<file path="src/rtl/sq_operand_buffer_pkg.sv">
// -----------------------------------------------------------------------------
// sq_operand_buffer_pkg
//   Shared calculator definitions for the operand buffer that sits between the
//   debounced switch inputs and the ALU/display path.
//
//   Contents:
//     SQ_WIDTH_DEFAULT  default entry width (ALU operand/result width)
//     SQ_DEPTH_DEFAULT  default entry count (power of two, >= 4)
//     SQ_MODE_STACK/QUEUE  encodings of the stack/queue switch
//     sq_state_e        pop sequencing FSM state encoding
// -----------------------------------------------------------------------------
package sq_operand_buffer_pkg;

    localparam int SQ_WIDTH_DEFAULT = 32;
    localparam int SQ_DEPTH_DEFAULT = 8;

    localparam logic SQ_MODE_STACK = 1'b0;
    localparam logic SQ_MODE_QUEUE = 1'b1;

    typedef enum logic [1:0] {
        ST_IDLE = 2'd0,
        ST_POP1 = 2'd1,
        ST_POP2 = 2'd2,
        ST_DONE = 2'd3
    } sq_state_e;

endpackage : sq_operand_buffer_pkg

</file>
<file path="src/rtl/sq_operand_buffer.sv">
// -----------------------------------------------------------------------------
// sq_operand_buffer
//   Operand storage for the calculator. Holds up to DEPTH entries in a circular
//   array and hands two operands to the ALU per pop2_req, either in stack
//   (LIFO) or queue (FIFO) order selected by the debounced mode switch.
//
//   state | meaning
//   ------+----------------------------------------------------------------
//   IDLE  | accepts pushes (when not full) or a pop2_req (when count >= 2)
//   POP1  | removes first operand: stack -> B (newest), queue -> A (head)
//   POP2  | removes second operand: stack -> A, queue -> B
//   DONE  | pop_valid high for one cycle, pop_a/pop_b presented to the ALU
//
//   Ports:
//     clk         system clock, rising edge
//     rst         asynchronous active-low reset
//     mode        0 = stack, 1 = queue (registered only while empty in IDLE)
//     push_valid  push request
//     push_data   value to push
//     push_ready  push accepted when push_valid && push_ready
//     pop2_req    request to remove two operands (one-cycle pulse)
//     pop_valid   one-cycle pulse, pop_a/pop_b valid
//     pop_a       ALU operand A (held until the next DONE)
//     pop_b       ALU operand B (held until the next DONE)
//     top         display value: newest (stack) / head (queue) / 0 if empty
//     count       occupancy, 0..DEPTH
//     empty/full  count == 0 / count == DEPTH
//     err         one-cycle pulse on overflow or underflow attempt
// -----------------------------------------------------------------------------
module sq_operand_buffer
    import sq_operand_buffer_pkg::*;
#(
    parameter int WIDTH = SQ_WIDTH_DEFAULT,
    parameter int DEPTH = SQ_DEPTH_DEFAULT
) (
    input  logic                     clk,
    input  logic                     rst,
    input  logic                     mode,
    input  logic                     push_valid,
    input  logic [WIDTH-1:0]         push_data,
    output logic                     push_ready,
    input  logic                     pop2_req,
    output logic                     pop_valid,
    output logic [WIDTH-1:0]         pop_a,
    output logic [WIDTH-1:0]         pop_b,
    output logic [WIDTH-1:0]         top,
    output logic [$clog2(DEPTH):0]   count,
    output logic                     empty,
    output logic                     full,
    output logic                     err
);

    localparam int PW = $clog2(DEPTH);
    localparam int CW = PW + 1;

    sq_state_e          r_state;
    sq_state_e          w_state_nxt;

    logic [WIDTH-1:0]   r_mem [DEPTH];
    logic [PW-1:0]      r_rd_ptr;
    logic [PW-1:0]      r_wr_ptr;
    logic [CW-1:0]      r_count;
    logic               r_mode;
    logic               r_err;
    logic [WIDTH-1:0]   r_pop_a;
    logic [WIDTH-1:0]   r_pop_b;

    logic [PW-1:0]      w_newest_ptr;
    logic               w_empty;
    logic               w_full;
    logic               w_push;
    logic               w_err;
    logic               w_push_ready;
    logic [WIDTH-1:0]   w_top;

    // Occupancy is tracked only by r_count; pointers may be equal both when
    // empty and when full, so they are never compared.
    assign w_empty      = (r_count == '0);
    assign w_full       = (r_count == CW'(DEPTH));
    assign w_newest_ptr = r_wr_ptr - PW'(1);

    // ------------------------------------------------------------------------
    // Next-state and handshake decode
    // ------------------------------------------------------------------------
    always_comb begin
        w_state_nxt  = r_state;
        w_push       = 1'b0;
        w_err        = 1'b0;
        w_push_ready = 1'b0;

        case (r_state)
            ST_IDLE: begin
                // pop2_req wins over a same-cycle push; the push is dropped,
                // so push_ready is withdrawn in that cycle as well.
                w_push_ready = !w_full && !pop2_req;
                if (pop2_req) begin
                    if (r_count >= CW'(2)) begin
                        w_state_nxt = ST_POP1;
                    end else begin
                        w_err = 1'b1;
                    end
                end else if (push_valid) begin
                    if (w_full) begin
                        w_err = 1'b1;
                    end else begin
                        w_push = 1'b1;
                    end
                end
            end
            ST_POP1: w_state_nxt = ST_POP2;
            ST_POP2: w_state_nxt = ST_DONE;
            ST_DONE: w_state_nxt = ST_IDLE;
            default: w_state_nxt = ST_IDLE;
        endcase
    end

    // ------------------------------------------------------------------------
    // State, pointers, occupancy, operand registers
    // ------------------------------------------------------------------------
    always_ff @(posedge clk or negedge rst) begin
        if (!rst) begin
            r_state  <= ST_IDLE;
            r_rd_ptr <= '0;
            r_wr_ptr <= '0;
            r_count  <= '0;
            r_mode   <= SQ_MODE_STACK;
            r_err    <= 1'b0;
            r_pop_a  <= '0;
            r_pop_b  <= '0;
        end else begin
            r_state <= w_state_nxt;
            r_err   <= w_err;

            // Order of stored entries depends on the mode they were pushed
            // under, so the switch is only honoured while nothing is stored.
            if (r_state == ST_IDLE && w_empty) begin
                r_mode <= mode;
            end

            if (w_push) begin
                r_wr_ptr <= r_wr_ptr + PW'(1);
                r_count  <= r_count + CW'(1);
            end

            if (r_state == ST_POP1 || r_state == ST_POP2) begin
                r_count <= r_count - CW'(1);
                if (r_mode == SQ_MODE_QUEUE) begin
                    r_rd_ptr <= r_rd_ptr + PW'(1);
                    if (r_state == ST_POP1) begin
                        r_pop_a <= r_mem[r_rd_ptr];
                    end else begin
                        r_pop_b <= r_mem[r_rd_ptr];
                    end
                end else begin
                    r_wr_ptr <= w_newest_ptr;
                    if (r_state == ST_POP1) begin
                        r_pop_b <= r_mem[w_newest_ptr];
                    end else begin
                        r_pop_a <= r_mem[w_newest_ptr];
                    end
                end
            end
        end
    end

    // Storage array: no reset, contents undefined after reset.
    always_ff @(posedge clk) begin
        if (w_push) begin
            r_mem[r_wr_ptr] <= push_data;
        end
    end

    // ------------------------------------------------------------------------
    // Display value
    // ------------------------------------------------------------------------
    always_comb begin
        w_top = '0;
        if (!w_empty) begin
            if (r_mode == SQ_MODE_QUEUE) begin
                w_top = r_mem[r_rd_ptr];
            end else begin
                w_top = r_mem[w_newest_ptr];
            end
        end
    end

    assign push_ready = w_push_ready;
    assign pop_valid  = (r_state == ST_DONE);
    assign pop_a      = r_pop_a;
    assign pop_b      = r_pop_b;
    assign top        = w_top;
    assign count      = r_count;
    assign empty      = w_empty;
    assign full       = w_full;
    assign err        = r_err;

endmodule : sq_operand_buffer

</file>
<file path="config.mk">
export PLATFORM = sky130hd
export DESIGN_NAME = sq_operand_buffer
export DESIGN_NICKNAME = d
export VERILOG_FILES = /design/src/rtl/sq_operand_buffer_pkg.sv /design/src/rtl/sq_operand_buffer.sv
export SDC_FILE = /design/constraint.sdc
export NUM_CORES = 1
export LEC_CHECK = 0
export ABC_AREA = 1
export BUFFER_PORTS_ARGS = -buffer_cell sky130_fd_sc_hd__buf_2
export CORE_UTILIZATION = 40
export CTS_CLUSTER_DIAMETER = 100
export DETAILED_ROUTE_END_ITERATION = 10
export SLEW_MARGIN = 15
export SYNTH_ARGS = -nofsm -noshare
export SYNTH_HDL_FRONTEND = slang
export SYNTH_SLANG_ARGS = --single-unit
</file>
<file path="constraint.sdc">
create_clock -name clk -period 4.2 [get_ports clk]
set_input_delay 0.84 -clock clk [delete_from_list [all_inputs] [get_ports clk]]
set_output_delay 0.84 -clock clk [all_outputs]
set_load 0.005 [all_outputs]
</file>
==> results.md <==
- Post-detailed-route DRC marker count: 0
- Yosys cell types: 28
- Iteration-0 DRC Markers: between 1500 and 2000
- Most used flip-flop cell after synthesis: sky130_fd_sc_hd__edfxtp_1
- Dominant cell type by area after synthesis: sky130_fd_sc_hd__edfxtp_1
- Skew-Pair Late Insertion Delay: 0.54 ns
- Number of buffers added on ports: roughly 140
- Arrival time of the worst setup path: 3.19 ns
- Number of warning messages in the yosys log: 0
- Endpoint required time on the critical path: 3.36 ns
- Final antenna diode count: 0
- Number of antenna-violating nets in the routed design: 0
- Via count of the first global-routing pass: 13800
- Unrepaired setup endpoints after global routing: no
- Last element of the critical path: top[19]
- Timing-limited maximum frequency: approximately 250 MHz
- Drt via density: 5.285
- Final hold vios: 0
- Sequential fraction of the synthesis area: 56.18%
- Leak pwr: 9.227 nW
- Die Outline Area: 43730 um^2
- Number of I/O pins: 142
- Run status: finished, final reports clean
- Reg-to-Reg Start: r_mode
- Pins Over Slew Limit: 0
- Total via count in the routed design: 14260
- Number of antenna violations at the first check in global routing: 3
- Setup CP Type: register to primary output
- CP Max Fanout: 80
- Worst rel slew slack: 25.78%
- Total negative slack for setup checks: 0 ns
- Number of cells in the design after placement: 2631
- Pwr/cell area: 860.0 nW/um^2
- Deepest level of the CTS H-tree: 2
- Cell with the most instances after synthesis: sky130_fd_sc_hd__nand2_1
- Most instantiated cells after synthesis: sky130_fd_sc_hd__nand2_1, sky130_fd_sc_hd__nand3_1, sky130_fd_sc_hd__inv_1
- EDFF count, synth: ~260
- Initial Utilization: 40.72%
- Worst-case reg-to-reg path depth: 7
- Clk pin slew, worst setup/hold paths: 0.06 ns
- CP endpoint kind: primary output
- Floorplan row count: 75
- Setup Fix Bufs, Post-CTS: 0
- Gate Count Post-Synth: 2033
- Average wire per cell in the routed design: 18.87 um
- Total number of clock tree sinks: 334
- Global-route wire length before repair: 77610 um
- Final wirelength: 50920 um
- Clock tree from TritonCTS: yes
- CTS Buffer Depth: 3
- Cell Count, Final, Fillers Out: 2699
- Average cell area after synthesis: 8.440 um^2
- HPWL Detailed: approximately 29000 um
- Type of the most critical hold path: register to register
- Top cells by area in the synthesized netlist: sky130_fd_sc_hd__edfxtp_1, sky130_fd_sc_hd__nand2_1, sky130_fd_sc_hd__nand3_1, sky130_fd_sc_hd__dfrtp_1, sky130_fd_sc_hd__inv_1
- Residual overflow from global routing: 0
- Setup slack of the most critical reg-to-reg path: 1.18 ns
- Root Driver: sky130_fd_sc_hd__clkbuf_16
- Area of the core region: 42130 um^2
- Final number of setup-violating endpoints: 0
- Share of final-layout standard cells stronger than drive strength 1: 13.43%
- Area Overhead vs Synth: 13.91%
- Maximum clock skew at final layout: 0.02049 ns
- Height of the die: roughly 210 um
- Synthesis-stage register bit count: 334
- Synth top area share: 44.80%
- Final worst path period share: 95.92%
- Hold buffers post-CTS: 0
- Reported max-cap violation count: 0
- Gr usage total: 23.17%
- CTS Buf Count: 38
- Start point of the critical path: r_wr_ptr[0]
- Endpoint of the lowest-slack register-to-register path: pop_a[23]
- Number of nets produced by synthesis: 2080
- Post-synthesis instance area: 17160 um^2
- Die width: 209.1 um
- Shortest period the worst path allows: 4.029 ns
- Number of nets in the final layout: 2179
- Largest net degree at the start of global routing: between 100 and 150
- Worst slew pin tran: 1.112 ns
- Pre-Repair DR Iteration Count: 5
- Worst voltage drop across the vdd grid: 785.8 uV
- Share of synthesized registers carrying an async set or reset: 23.35%
- Final weighted congestion of routability-driven global placement: 0.7979
- Type of element launching the critical path: register
worst max-delay path, stage by stage, from the launching register on:
cell	delay, ns
sky130_fd_sc_hd__dfrtp_4	0.42
sky130_fd_sc_hd__buf_4	0.54
sky130_fd_sc_hd__buf_4	0.84
sky130_fd_sc_hd__nand2_1	0.11
sky130_fd_sc_hd__nand3_1	0.11
sky130_fd_sc_hd__nand3_1	0.10
sky130_fd_sc_hd__nand3_2	0.13
sky130_fd_sc_hd__a21oi_1	0.13
sky130_fd_sc_hd__buf_2	0.19
layout make-up:
class                           count  area, um^2
Fill cell                        4013       22590
Sequential cell                   334        9648
Multi-Input combinational cell   1295        5909
Clock buffer                       52        1086
Clock inverter                     16       103.9
Inverter                          282        1062
Tap cell                          539       674.4
Timing Repair Buffer              181        1062
registers in the layout (all words and copies together) (netlist names):
| register | count |
|---|---|
| r_state | 2 |
| r_mode | 1 |
| err | 1 |
| r_mem | 256 |
| count | 4 |
| r_wr_ptr | 3 |
| r_rd_ptr | 3 |
| pop_a | 32 |
| pop_b | 32 |
worst min-delay path by stage:
stage / start / endpoint / slack (ns) / depth (start not counted)
3_5_place_dp: pop_b[5] / pop_b[5] / 0.46 / 2
4_1_cts: pop_b[5] / pop_b[5] / 0.48 / 2
2_1_floorplan: pop_a[14] / pop_a[14] / 0.47 / 2
6_report: pop_a[19] / pop_a[19] / 0.47 / 2
5_1_grt: pop_b[19] / pop_b[19] / 0.49 / 2
3_3_place_gp: pop_a[19] / pop_a[19] / 0.46 / 2
cells in the final DEF (no fill, tap or decap), types with 5 or more instances in the layout:
master,count
sky130_fd_sc_hd__nand2_1,755
sky130_fd_sc_hd__nand3_1,423
sky130_fd_sc_hd__inv_1,276
sky130_fd_sc_hd__edfxtp_1,256
sky130_fd_sc_hd__buf_2,140
sky130_fd_sc_hd__dfrtp_1,75
sky130_fd_sc_hd__clkbuf_16,40
sky130_fd_sc_hd__a21oi_1,36
sky130_fd_sc_hd__buf_4,36
sky130_fd_sc_hd__nand3_2,30
sky130_fd_sc_hd__clkinv_2,9
sky130_fd_sc_hd__nor2_1,8
sky130_fd_sc_hd__nor3_2,8
sky130_fd_sc_hd__ha_1,8
sky130_fd_sc_hd__clkbuf_1,8
sky130_fd_sc_hd__o21ai_0,7
sky130_fd_sc_hd__clkinv_1,6
sky130_fd_sc_hd__xor2_1,5
cells by family after synthesis:
logic type | count (synthesis) | synth area share [%]
DFF | 334 | 56.18
and+or+nand+nor | 1231 | 31.30
adders and majority gates | 10 | 0.7729
AOI/OAI and AO/OA | 44 | 1.298
buffers and inverters | 404 | 9.815
xor gates and xnor gates | 10 | 0.6417
what timing repair did:
action                                 4_1_cts  5_1_grt
gates resized for setup                      0        1
setup endpoints to repair                    0        6
endpoints found under the hold margin        0        0
per-layer routing:
layer / vias up / global-route usage (%) / wire length (um)
met1: 6620 / 30.90 / 21340
met4: 6 / 11.00 / 1910
met3: 165 / 4.193 / 4795
met2: 746 / 36.55 / 22830
li1: 6726 / - / -
met5: - / 0 / 44
power by group:
group          switching [mW]  leakage, nW  internal, mW
combinational            6.40         5.37          2.87
clock                    1.33        0.593          1.87
sequential              0.272         3.26          4.07
metrics by stage:
stage / hold slack [ns] / total power [mW] / util (%) / setup WS (ns) / cell area, um^2
2_1_floorplan: 0.4724 / 10.37 / - / 0.2395 / 17160
3_3_place_gp: 0.4565 / 13.45 / 43.56 / 0.7374 / 18350
3_5_place_dp: 0.4603 / 13.60 / 43.56 / 0.7266 / 18350
4_1_cts: 0.4766 / 16.83 / 46.38 / 0.1469 / 19540
5_1_grt: 0.4946 / 17.88 / 46.39 / 0.01038 / 19550
6_report: 0.4702 / 16.81 / 46.39 / 0.1712 / 19550
No activity file was read; power rests on OpenSTA's default activity.
